### src/rtl/c_skip_add_pipe_pkg.sv
// Shared constants and elaboration helpers for the pipelined carry-skip adder.
package c_skip_add_pipe_pkg;

    localparam int DEF_WIDTH = 16;
    localparam int DEF_BLK   = 4;
    localparam int DEF_BPS   = 2;

    // Number of register stages: one per group of BPS skip blocks.
    function automatic int nstage(input int width, input int blk, input int bps);
        if ((blk <= 0) || (bps <= 0)) begin
            return 0;
        end
        return width / (blk * bps);
    endfunction

    // The operand must split into a whole number of stages, each holding
    // a whole number of skip blocks.
    function automatic bit geometry_ok(input int width, input int blk, input int bps);
        if ((blk <= 0) || (bps <= 0) || (width <= 0)) begin
            return 1'b0;
        end
        return (width % (blk * bps)) == 0;
    endfunction

endpackage

### src/rtl/c_skip_add_pipe_if.sv
// Stream bundle for the adder: operand beat in, result beat out, each with
// its own valid/ready pair. Buses use [WIDTH:1] numbering, bit 1 = LSB.
interface c_skip_add_pipe_if
    import c_skip_add_pipe_pkg::*;
#(
    parameter int WIDTH = DEF_WIDTH
);
    // Operand side
    logic             in_valid;
    logic             in_ready;
    logic [WIDTH:1]   A;
    logic [WIDTH:1]   B;
    logic             cin;
    logic             sub;

    // Result side
    logic             out_valid;
    logic             out_ready;
    logic [WIDTH:1]   S;
    logic             cout;
    logic             ovf;

    // Producer/consumer environment around the adder
    modport master (
        output in_valid, A, B, cin, sub, out_ready,
        input  in_ready, out_valid, S, cout, ovf
    );

    // The adder itself
    modport slave (
        input  in_valid, A, B, cin, sub, out_ready,
        output in_ready, out_valid, S, cout, ovf
    );

endinterface

### src/rtl/c_skip_add_pipe_blk.sv
// One carry-skip block: BLK-bit ripple adder whose carry-out bypasses the
// ripple chain when every bit propagates.
module c_skip_blk
    import c_skip_add_pipe_pkg::*;
#(
    parameter int BLK = DEF_BLK
) (
    input  logic [BLK-1:0] a,
    input  logic [BLK-1:0] b,
    input  logic           ci,
    output logic [BLK-1:0] s,
    output logic           co
);

    logic [BLK-1:0] p;
    logic [BLK-1:0] g;
    logic           rip_co;
    logic           skip;

    for (genvar gi = 0; gi < BLK; gi++) begin : g_pg
        assign p[gi] = a[gi] ^ b[gi];
        assign g[gi] = a[gi] & b[gi];
    end

    // Ripple the carry bit by bit; a local variable keeps the chain
    // free of self-referencing vector bits.
    always_comb begin
        logic carry;
        carry = ci;
        s     = '0;
        for (int i = 0; i < BLK; i++) begin
            s[i]  = p[i] ^ carry;
            carry = g[i] | (p[i] & carry);
        end
        rip_co = carry;
    end

    // When the whole block propagates, the incoming carry skips straight out.
    assign skip = &p;
    assign co   = skip ? ci : rip_co;

endmodule

### src/rtl/c_skip_add_pipe.sv
// Pipelined carry-skip adder/subtractor with a valid/ready stream interface.
// Each stage resolves BLK*BPS result bits and hands the carry, the still
// unresolved operand bits and the operand sign bits to the next stage.
// The whole pipe advances together; a stalled output freezes every stage.
module c_skip_add_pipe
    import c_skip_add_pipe_pkg::*;
#(
    parameter int WIDTH = DEF_WIDTH,
    parameter int BLK   = DEF_BLK,
    parameter int BPS   = DEF_BPS
) (
    input  logic              clk,
    input  logic              rst_n,
    c_skip_add_pipe_if.slave  bus
);

    localparam int SW     = BLK * BPS;
    localparam int NSTAGE = nstage(WIDTH, BLK, BPS);

    if (!geometry_ok(WIDTH, BLK, BPS)) begin : g_bad_geometry
        $fatal(1, "c_skip_add_pipe: WIDTH=%0d is not a multiple of BLK*BPS=%0d",
               WIDTH, BLK * BPS);
    end

    // Global advance enable: the pipe moves unless the last stage holds a
    // beat nobody is taking.
    logic             en;

    // Operands as seen by the adder core (zero-based, B already conditioned).
    logic [WIDTH-1:0] a_op;
    logic [WIDTH-1:0] b_eff;
    logic             c_eff;

    assign a_op  = bus.A;
    assign b_eff = bus.B ^ {WIDTH{bus.sub}};
    assign c_eff = bus.cin ^ bus.sub;

    for (genvar gi = 0; gi < NSTAGE; gi++) begin : g_st
        localparam int LO    = gi * SW;      // first bit resolved here
        localparam int IN_W  = WIDTH - LO;   // operand bits still unresolved on entry
        localparam int RES_W = LO + SW;      // result bits known after this stage

        logic [IN_W-1:0]  a_in;
        logic [IN_W-1:0]  b_in;
        logic             c_in;
        logic             am_in;
        logic             bm_in;
        logic             v_in;
        logic [SW-1:0]    slice_s;
        logic [RES_W-1:0] s_next;

        logic [RES_W-1:0] s_reg;
        logic             c_reg;
        logic             am_reg;
        logic             bm_reg;
        logic             v_reg;

        if (gi == 0) begin : g_head
            assign a_in   = a_op;
            assign b_in   = b_eff;
            assign c_in   = c_eff;
            assign am_in  = a_op[WIDTH-1];
            assign bm_in  = b_eff[WIDTH-1];
            assign v_in   = bus.in_valid;
            assign s_next = slice_s;
        end else begin : g_body
            assign a_in   = g_st[gi-1].g_fwd.a_fwd_reg;
            assign b_in   = g_st[gi-1].g_fwd.b_fwd_reg;
            assign c_in   = g_st[gi-1].c_reg;
            assign am_in  = g_st[gi-1].am_reg;
            assign bm_in  = g_st[gi-1].bm_reg;
            assign v_in   = g_st[gi-1].v_reg;
            assign s_next = {slice_s, g_st[gi-1].s_reg};
        end

        // BPS skip blocks chained within the stage; each block's carry-in
        // is its own net so the chain stays a plain feed-forward path.
        for (genvar gj = 0; gj < BPS; gj++) begin : g_blk
            logic ci;
            logic co;

            if (gj == 0) begin : g_first
                assign ci = c_in;
            end else begin : g_next
                assign ci = g_blk[gj-1].co;
            end

            c_skip_blk #(
                .BLK (BLK)
            ) u_blk (
                .a  (a_in[gj*BLK +: BLK]),
                .b  (b_in[gj*BLK +: BLK]),
                .ci (ci),
                .s  (slice_s[gj*BLK +: BLK]),
                .co (co)
            );
        end

        // Stage register: resolved sum, carry, sign bits and valid flag.
        always_ff @(posedge clk or negedge rst_n) begin
            if (!rst_n) begin
                s_reg  <= '0;
                c_reg  <= 1'b0;
                am_reg <= 1'b0;
                bm_reg <= 1'b0;
                v_reg  <= 1'b0;
            end else if (en) begin
                s_reg  <= s_next;
                c_reg  <= g_blk[BPS-1].co;
                am_reg <= am_in;
                bm_reg <= bm_in;
                v_reg  <= v_in;
            end
        end

        // Upper operand bits travel on only while some stage still needs them.
        if (gi < NSTAGE - 1) begin : g_fwd
            localparam int FWD_W = IN_W - SW;

            logic [FWD_W-1:0] a_fwd_reg;
            logic [FWD_W-1:0] b_fwd_reg;

            // Forward the unresolved operand bits alongside the carry.
            always_ff @(posedge clk or negedge rst_n) begin
                if (!rst_n) begin
                    a_fwd_reg <= '0;
                    b_fwd_reg <= '0;
                end else if (en) begin
                    a_fwd_reg <= a_in[IN_W-1:SW];
                    b_fwd_reg <= b_in[IN_W-1:SW];
                end
            end
        end
    end

    assign en            = !g_st[NSTAGE-1].v_reg || bus.out_ready;
    assign bus.in_ready  = en;
    assign bus.out_valid = g_st[NSTAGE-1].v_reg;
    assign bus.S         = g_st[NSTAGE-1].s_reg;
    assign bus.cout      = g_st[NSTAGE-1].c_reg;
    // Overflow: like-signed addends giving a result of the other sign.
    assign bus.ovf       = (g_st[NSTAGE-1].am_reg == g_st[NSTAGE-1].bm_reg) &&
                           (g_st[NSTAGE-1].s_reg[WIDTH-1] != g_st[NSTAGE-1].am_reg);

endmodule

### src/flat_wrapper.sv
// flat-port wrapper written by rule: the top's interface ports become plain ports
module c_skip_add_pipe_flat import c_skip_add_pipe_pkg::*;
#(
    parameter int WIDTH = DEF_WIDTH,
    parameter int BLK   = DEF_BLK,
    parameter int BPS   = DEF_BPS
)
  (clk, rst_n, bus_in_valid, bus_A, bus_B, bus_cin, bus_sub, bus_out_ready, bus_in_ready, bus_out_valid, bus_S, bus_cout, bus_ovf);
  c_skip_add_pipe_if #(.WIDTH(WIDTH)) bus_i ();
  input  logic clk;
  input  logic rst_n;
  input wire logic [$bits(bus_i.in_valid)-1:0] bus_in_valid;
  input wire logic [$bits(bus_i.A)-1:0] bus_A;
  input wire logic [$bits(bus_i.B)-1:0] bus_B;
  input wire logic [$bits(bus_i.cin)-1:0] bus_cin;
  input wire logic [$bits(bus_i.sub)-1:0] bus_sub;
  input wire logic [$bits(bus_i.out_ready)-1:0] bus_out_ready;
  output wire logic [$bits(bus_i.in_ready)-1:0] bus_in_ready;
  output wire logic [$bits(bus_i.out_valid)-1:0] bus_out_valid;
  output wire logic [$bits(bus_i.S)-1:0] bus_S;
  output wire logic [$bits(bus_i.cout)-1:0] bus_cout;
  output wire logic [$bits(bus_i.ovf)-1:0] bus_ovf;
  assign bus_i.in_valid = bus_in_valid;
  assign bus_i.A = bus_A;
  assign bus_i.B = bus_B;
  assign bus_i.cin = bus_cin;
  assign bus_i.sub = bus_sub;
  assign bus_i.out_ready = bus_out_ready;
  assign bus_in_ready = bus_i.in_ready;
  assign bus_out_valid = bus_i.out_valid;
  assign bus_S = bus_i.S;
  assign bus_cout = bus_i.cout;
  assign bus_ovf = bus_i.ovf;
  c_skip_add_pipe #(.WIDTH(WIDTH), .BLK(BLK), .BPS(BPS)) u_core (.clk(clk), .rst_n(rst_n), .bus(bus_i));
endmodule
### config.mk
export PLATFORM = sky130hd
export DESIGN_NAME = c_skip_add_pipe_flat
export DESIGN_NICKNAME = d
export VERILOG_FILES = /design/src/rtl/c_skip_add_pipe_pkg.sv /design/src/rtl/c_skip_add_pipe_if.sv /design/src/rtl/c_skip_add_pipe_blk.sv /design/src/rtl/c_skip_add_pipe.sv /design/src/flat_wrapper.sv
export SDC_FILE = /design/constraint.sdc
export NUM_CORES = 1
export LEC_CHECK = 0
export BUFFER_PORTS_ARGS = -buffer_cell sky130_fd_sc_hd__buf_2
export CAP_MARGIN = 30
export CORE_ASPECT_RATIO = 0.8
export CORE_MARGIN = 5
export CORE_UTILIZATION = 50
export CTS_BUF_LIST = sky130_fd_sc_hd__clkbuf_8
export CTS_CLUSTER_SIZE = 24
export DETAILED_ROUTE_END_ITERATION = 10
export PLACE_DENSITY = 0.86
export SYNTH_ARGS = -nofsm -noshare
export SYNTH_HDL_FRONTEND = slang
export SYNTH_SLANG_ARGS = --single-unit
export TNS_END_PERCENT = 10
### constraint.sdc
create_clock -name clk -period 3.9 [get_ports clk]
set_input_delay 0.78 -clock clk [delete_from_list [all_inputs] [get_ports clk]]
set_output_delay 0.78 -clock clk [all_outputs]
set_load 0.005 [all_outputs]
==> qor.txt, run 1 <==
switching share of power - 33.1%
number of H-tree levels - 2
slowest CP cell - fa_1
Final Core Density - 63.1%
vias per cell - 4.83
die area - 6590 um2
origin of the critical flop-to-flop path - u_core.g_st[0].c_reg$_DFFE_PN0P_
fin crit share - 109%
hpwl dp - 3.93 mm
gp weighted congestion - 0.780
drt total wl - 5.00 mm
via count - 1875
CTS Root Cell - clkbuf_8
placed insts - 379
critical path data required time - 4.09 ns
CP peak stage delay - 0.39 ns
pre-CTS WS - -0.830 ns
DR pass1 iterations - 4
gr ovfl total - 0
# diodes - 0
starting density of the core - 51.1%
sw power - 491 uW
Reg clk slew, reported paths - 0.09 ns
cell repeated most along the worst path - fa_2
Post-CTS Hold Buffers - 0
area of the core - 4950 um2
syn_area_per_cell - 9.88 um2
vias in the first global route - 1950
worst-path fanout max - 2
boundary pin count - 58
fraction of layout cells with a size suffix above 1 - 32.2%
slew of the pin with the lowest slew margin - 0.464 ns
failing checks - negative setup slack
Peak VDD IR - 0.209 mV
min Tclk post-route - 4.24 ns
max-slew violation count - 0
Final setup viols - 3
CP arrival - 4.43 ns
cts bufs inserted - 5
mapped cell area - 2530 um2
slew margin rel. - 69.1%
worst hold path type - in2async
Cell Pwr Density - 475 nW/um2
critical setup path kind - in2reg
first-pass GRT wire length - 8.41 mm
initial antenna violation count - 0
latest clock arrival within the worst-skew pair - 0.30 ns
synth warn - 0
chip height - 73.6 um
CP cell instances - buf_6, xor2_2, inv_1, fa_2, fa_2, fa_2, fa_2, mux2_4, fa_2, fa_2, fa_2, inv_2, fa_1, nand2_1, nand2_1
Post-synth top flop - dfrtp_1
Tot GR Track Use - 16.6%
Mapped Nets - 326
run status - finished, violations left
clock network power share - 19.9%
Yosys cell types - 25
Hold Vio Cnt, Final - 0
Max Clk Rate - 236 MHz
combinational power share - 33.4%
synthesis-to-finish area growth - 23.6%
DRC viols - 0
setup ws final - -0.337 ns
Worst Setup End Kind - flip-flop
cells after synthesis - 256
Max Cap Viol - 0
Routed Antenna Nets - 0
maximum root-to-sink buffer count - 2
sequential area share after synthesis - 45.5%
RSZ-0062 raised after global routing - yes
sequential fraction of design power - 46.8%
Die X - 89.5 um
TritonCTS Sinks - 46
Nets - 395
Critical path origin - bus_B[0]
CP Buf/Inv Count - 3
Avg WL per Cell - 12.9 um
Int Pwr - 993 uW
number of synthesized flops with an enable pin - 0
crit start category - input pin
max reg flops - 16
Post-synth ARST share - 100%
initial DRC count - 129
site row count - 23
setup tns final - -0.497 ns
Non-Filler Instances - 388
synthesized flop and latch total - 46
IO Port Bufs - 57
largest net degree at the start of global routing - 52
P_leak - 1.63 nW
clock skew - 0.0130 ns
Top delay family on crit path - adder cells
CTS tree - built
## layer usage
metal / up-vias / global-route usage (%) / share of wire (%)
li1: 918 / - / -
met1: 905 / 20.9 / 43
met2: 46 / 28.3 / 50
met3: 6 / 3.70 / 6.0
met4: 0 / 5.62 / 1.3
met5: - / 0 / 0
## per-stage QoR
stage | total power, mW | instance area (um2) | hold WS (ns)
after detailed placement | 1.19 | 2980 | 0.450
after global placement | 1.16 | 2960 | 0.447
after CTS | 1.50 | 3110 | 0.417
after floorplan | 0.964 | 2550 | 0.430
final | 1.48 | 3130 | 0.404
after global routing | 1.60 | 3130 | 0.437
## power by group through the flow
stage	sequential [mW]	combinational, mW	clock, mW
after floorplan	0.698	0.266	0
after global placement	0.694	0.463	0
after CTS	0.694	0.504	0.302
after global routing	0.714	0.568	0.315
final	0.694	0.495	0.295
after detailed placement	0.701	0.490	0
## synth_stat cells, types with 2 or more instances
cell type / number / area [um2]
xor2_1: 10 / 87.6
nor2_1: 10 / 37.5
a31oi_1: 2 / 12.5
o21ai_0: 13 / 65.1
ha_1: 16 / 200
dfrtp_1: 46 / 1150
nand2_1: 80 / 300
a21oi_1: 9 / 45.0
xnor2_1: 7 / 61.3
buf_2: 3 / 15.0
inv_1: 22 / 82.6
clkbuf_1: 7 / 26.3
fa_1: 16 / 320
nand4_1: 4 / 25.0
## path summary, 6_finish.rpt
path / cells after the start / end / slack, ns
worst max-delay path: 15 / u_core.g_st[0].s_reg[7]$_DFFE_PN0P_ / -0.34
worst min-delay path: 1 / u_core.bus.S[11]$_DFFE_PN0P_ / 0.40
max in group asynchronous: 2 / u_core.g_st[0].s_reg[4]$_DFFE_PN0P_ / 2.99
min in group clk: 2 / u_core.bus.S[14]$_DFFE_PN0P_ / 0.46
worst max register to register: 13 / u_core.bus.S[16]$_DFFE_PN0P_ / 0.10
worst min register to register: 2 / u_core.bus.S[14]$_DFFE_PN0P_ / 0.46
## placed cells by master, fill, tap and decap left out, drive strengths merged, types with 4 or more instances in the layout
cell / instances
fa: 16
inv: 24
xnor2: 7
xor2: 10
o21ai: 13
dfrtp: 46
buf: 74
nand4: 4
nand2: 80
ha: 16
a21oi: 9
nor2: 10
clkbuf: 6
## final cells by class
cell class / instances / area (um2)
Clock buffer: 6 / 82.6
Clock inverter: 2 / 8.76
Fill cell: 414 / 1820
Inverter: 23 / 86.3
Multi-Input combinational cell: 175 / 1280
Sequential cell: 46 / 1150
Tap cell: 62 / 77.6
Timing Repair Buffer: 74 / 442
## repair_timing
| item | 4_1_cts | 5_1_grt |
|---|---|---|
| setup buffers | 0 | 1 |
| pin swaps | 4 | 3 |
| setup endpoints to repair | 6 | 5 |
| resized for setup | 17 | 2 |
## logic make-up after synthesis
family	share of synthesized area (%)
buffers and inverters	5.79
adder cells (fa/ha/maj)	20.6
flip-flops	45.5
multiplexers	1.04
AND/OR/NAND/NOR	15.5
AO/OA/AOI/OAI	5.69
XOR/XNOR	5.89
(Power assumes the default switching activity.)
==> inputs of run 2 (changes only) <==
--- a/config.mk
+++ b/config.mk
@@ -5,7 +5,7 @@
 export SDC_FILE = /design/constraint.sdc
 export NUM_CORES = 1
 export LEC_CHECK = 0
-export BUFFER_PORTS_ARGS = -buffer_cell sky130_fd_sc_hd__buf_2
+export BUFFER_PORTS_ARGS = -buffer_cell sky130_fd_sc_hd__buf_4
 export CAP_MARGIN = 30
 export CORE_ASPECT_RATIO = 0.8
 export CORE_MARGIN = 5
==> run 2 against run 1 <==
  * The run still ends with negative setup slack left
  * Cell count is 1.0% lower
  * Critical path type unchanged
  * Die area did not move
  * Sequential share of layout area fell by 1.4 points
  * Critical endpoint unchanged
  * Maximum frequency increased by 0.66%
  * Wire length grew 6.6%
  * Global-route usage rose by 1.2 points
  * Clock skew is 0.0034 ns lower
  * Non-clock buffer count is 4 lower
  * Combinational power is 9.3% higher
  * First-iteration DRC count shrank 26%
  * Count of clock-buffer cells in the layout down 1
  * Flip-flop and latch count is the same
==> qor.txt, run 2 (synthesis gave the netlist of run 1 again) <==
run status - finished, violations left
failing checks - negative setup slack
vias in the first global route - 1982 (+1.6%)
Max Clk Rate - 238 MHz (+0.66%)
min Tclk post-route - 4.21 ns (-0.0278 ns)
CP arrival - 4.41 ns (-0.02 ns)
most frequent cells in the layout - nand2_1, buf_4, dfrtp_1
Die X - 89.5 um (unchanged)
setup ws final - -0.310 ns (+0.0278 ns)
TritonCTS Sinks - 46 (unchanged)
largest net degree at the start of global routing - 52 (unchanged)
gr ovfl total - 0 (unchanged)
design area - 3250 um2 (+3.9%)
clock skew - 0.00958 ns (-0.00344 ns)
Routed Antenna Nets - 0 (unchanged)
CTS tree - built
maximum root-to-sink buffer count - 2 (unchanged)
boundary pin count - 58 (unchanged)
cts bufs inserted - 5 (unchanged)
max-slew violation count - 0 (unchanged)
DRC viols - 0 (unchanged)
Tot GR Track Use - 17.8% (+1.2 points)
slew of the pin with the lowest slew margin - 0.581 ns (+0.118 ns)
Placed Area - 3090 um2 (+3.6%)
Worst Setup End Kind - flip-flop
gp weighted congestion - 0.805 (+3.2%)
critical setup path kind - in2reg
CP cell instances - buf_8, xor2_4, inv_2, fa_2, fa_2, fa_2, fa_2, mux2_4, fa_2, fa_2, fa_2, inv_2, fa_1, nand2_1, nand2_1
worst hold path type - in2async
Cell Pwr Density - 487 nW/um2 (+2.6%)
Max Cap Viol - 0 (unchanged)
Hold Vio Cnt, Final - 0 (unchanged)
die area - 6590 um2 (unchanged)
fillcell total - 386 (-6.8%)
slowest CP cell - fa_1
Reg area - 1150 um2 (unchanged)
Avg WL per Cell - 13.9 um (+7.7%)
initial DRC count - 95 (-26%)
fraction of layout cells with a size suffix above 1 - 31.4% (-0.84 points)
initial antenna violation count - 0 (unchanged)
P_leak - 1.66 nW (+1.9%)
most common cell after layout, fill and taps aside - nand2_1
synthesis-to-finish area growth - 28.4%
# diodes - 0 (unchanged)
Nets - 391 (-1.0%)
crit start category - input pin
slew margin rel. - 61.2% (-7.8 points)
area of the multi-input gates - 1290 um2 (+0.68%)
critical path data required time - 4.10 ns (about the same)
first-pass GRT wire length - 9.00 mm (+7.0%)
via count - 1856 (-1.0%)
CP peak stage delay - 0.40 ns (about the same)
chip height - 73.6 um (unchanged)
starting density of the core - 51.1% (unchanged)
worst-path fanout max - 2 (unchanged)
RSZ-0062 raised after global routing - yes
Peak VDD IR - 0.261 mV (+25%)
Reg clk slew, reported paths - 0.09 ns (about the same)
site row count - 23 (unchanged)
drt total wl - 5.33 mm (+6.6%)
latest clock arrival within the worst-skew pair - 0.30 ns (about the same)
cell repeated most along the worst path - fa_2
area of the core - 4950 um2 (unchanged)
fin crit share - 108% (-0.71 points)
IO Port Bufs - 57 (unchanged)
vias per cell - 4.83 (about the same)
hpwl dp - 4.01 mm (+2.3%)
Post-CTS Hold Buffers - 0 (unchanged)
Final setup viols - 2 (-1)
CTS Root Cell - clkbuf_8
DR pass1 iterations - 4 (unchanged)
number of H-tree levels - 2 (unchanged)
max reg flops - 16 (unchanged)
pre-CTS WS - -0.784 ns (+0.0461 ns)
## run 2: changes by cell type in the layout (fill, tap and decap cells not counted), sizes merged
cell / change
clkinv: +1
buf: -4
inv: -1
clkbuf: -1
bufinv: +1
## run 2: repair_timing
| action | CTS | global route |
|---|---|---|
| resized for setup | 16 | 2 |
| hold endpoints to repair | 0 | 0 |
| setup endpoints to repair | 6 | 5 |
| pin swaps | 4 | 0 |
| buffers inserted | 0 | 0 |
## run 2: power by group
group,internal (mW),total [mW],switching (mW)
clock network,0.189,0.344,0.155
logic,0.286,0.541,0.255
registers,0.610,0.698,0.0879
## run 2: metal layers
layer / vias to the layer above / wire length, um / track usage (%) / share of wire [%]
met3: 0 / 283 / 4.37 / 5.3
met4: 0 / 0 / 3.97 / 0
met2: 51 / 2850 / 31.2 / 53
met5: - / 0 / 0 / 0
met1: 898 / 2200 / 22.4 / 41
li1: 907 / - / - / -
## run 2: path summary, 6_finish.rpt
check                                                              start                                   to  slack (ns)  cells past startpoint
max reg2reg                u_core.g_st[0].g_fwd.a_fwd_reg[0]$_DFFE_PN0P_         u_core.bus.S[16]$_DFFE_PN0P_        0.03                     13
min in group clk                            u_core.bus.S[14]$_DFFE_PN0P_         u_core.bus.S[14]$_DFFE_PN0P_        0.47                      2
max in group asynchronous                                          rst_n          u_core.bus.S[5]$_DFFE_PN0P_        3.03                      1
min                                                                rst_n         u_core.bus.S[11]$_DFFE_PN0P_        0.47                      1
min reg2reg                                 u_core.bus.S[14]$_DFFE_PN0P_         u_core.bus.S[14]$_DFFE_PN0P_        0.47                      2
max                                                             bus_B[0]  u_core.g_st[0].s_reg[7]$_DFFE_PN0P_       -0.31                     15
## run 2: per-stage QoR
| stage | total power [mW] | hold WS, ns | instances | utilization, % | TNS, ns |
|---|---|---|---|---|---|
| floorplan | 0.964 | 0.430 | 256 | - | -2.19 |
| global placement | 1.21 | 0.445 | 376 | 62.4 | -2.38 |
| detailed placement | 1.24 | 0.457 | 376 | 62.4 | -2.82 |
| CTS | 1.60 | 0.477 | 384 | 65.3 | -0.405 |
| global route | 1.71 | 0.505 | 384 | 65.6 | -0.861 |
| finish | 1.58 | 0.466 | 384 | 65.6 | -0.443 |
## run 2: cell type report
| cell class | instances | area share (%) |
|---|---|---|
| flip-flops and latches | 46 | 35.5 |
| inverters | 23 | 2.66 |
| well taps | 62 | 2.39 |
| clock buffers | 5 | 2.12 |
| clock inverters | 3 | 1.23 |
| multi-input cells | 175 | 39.6 |
| repair buffers | 70 | 16.5 |
## run 2: critical path: cells and delay by family
family                   cells  cell delay [ns]
multiplexers                 1             0.27
adder cells (fa/ha/maj)      8             2.81
buffers and inverters        3             0.23
XOR/XNOR                     1             0.17
AND/OR/NAND/NOR              2             0.14
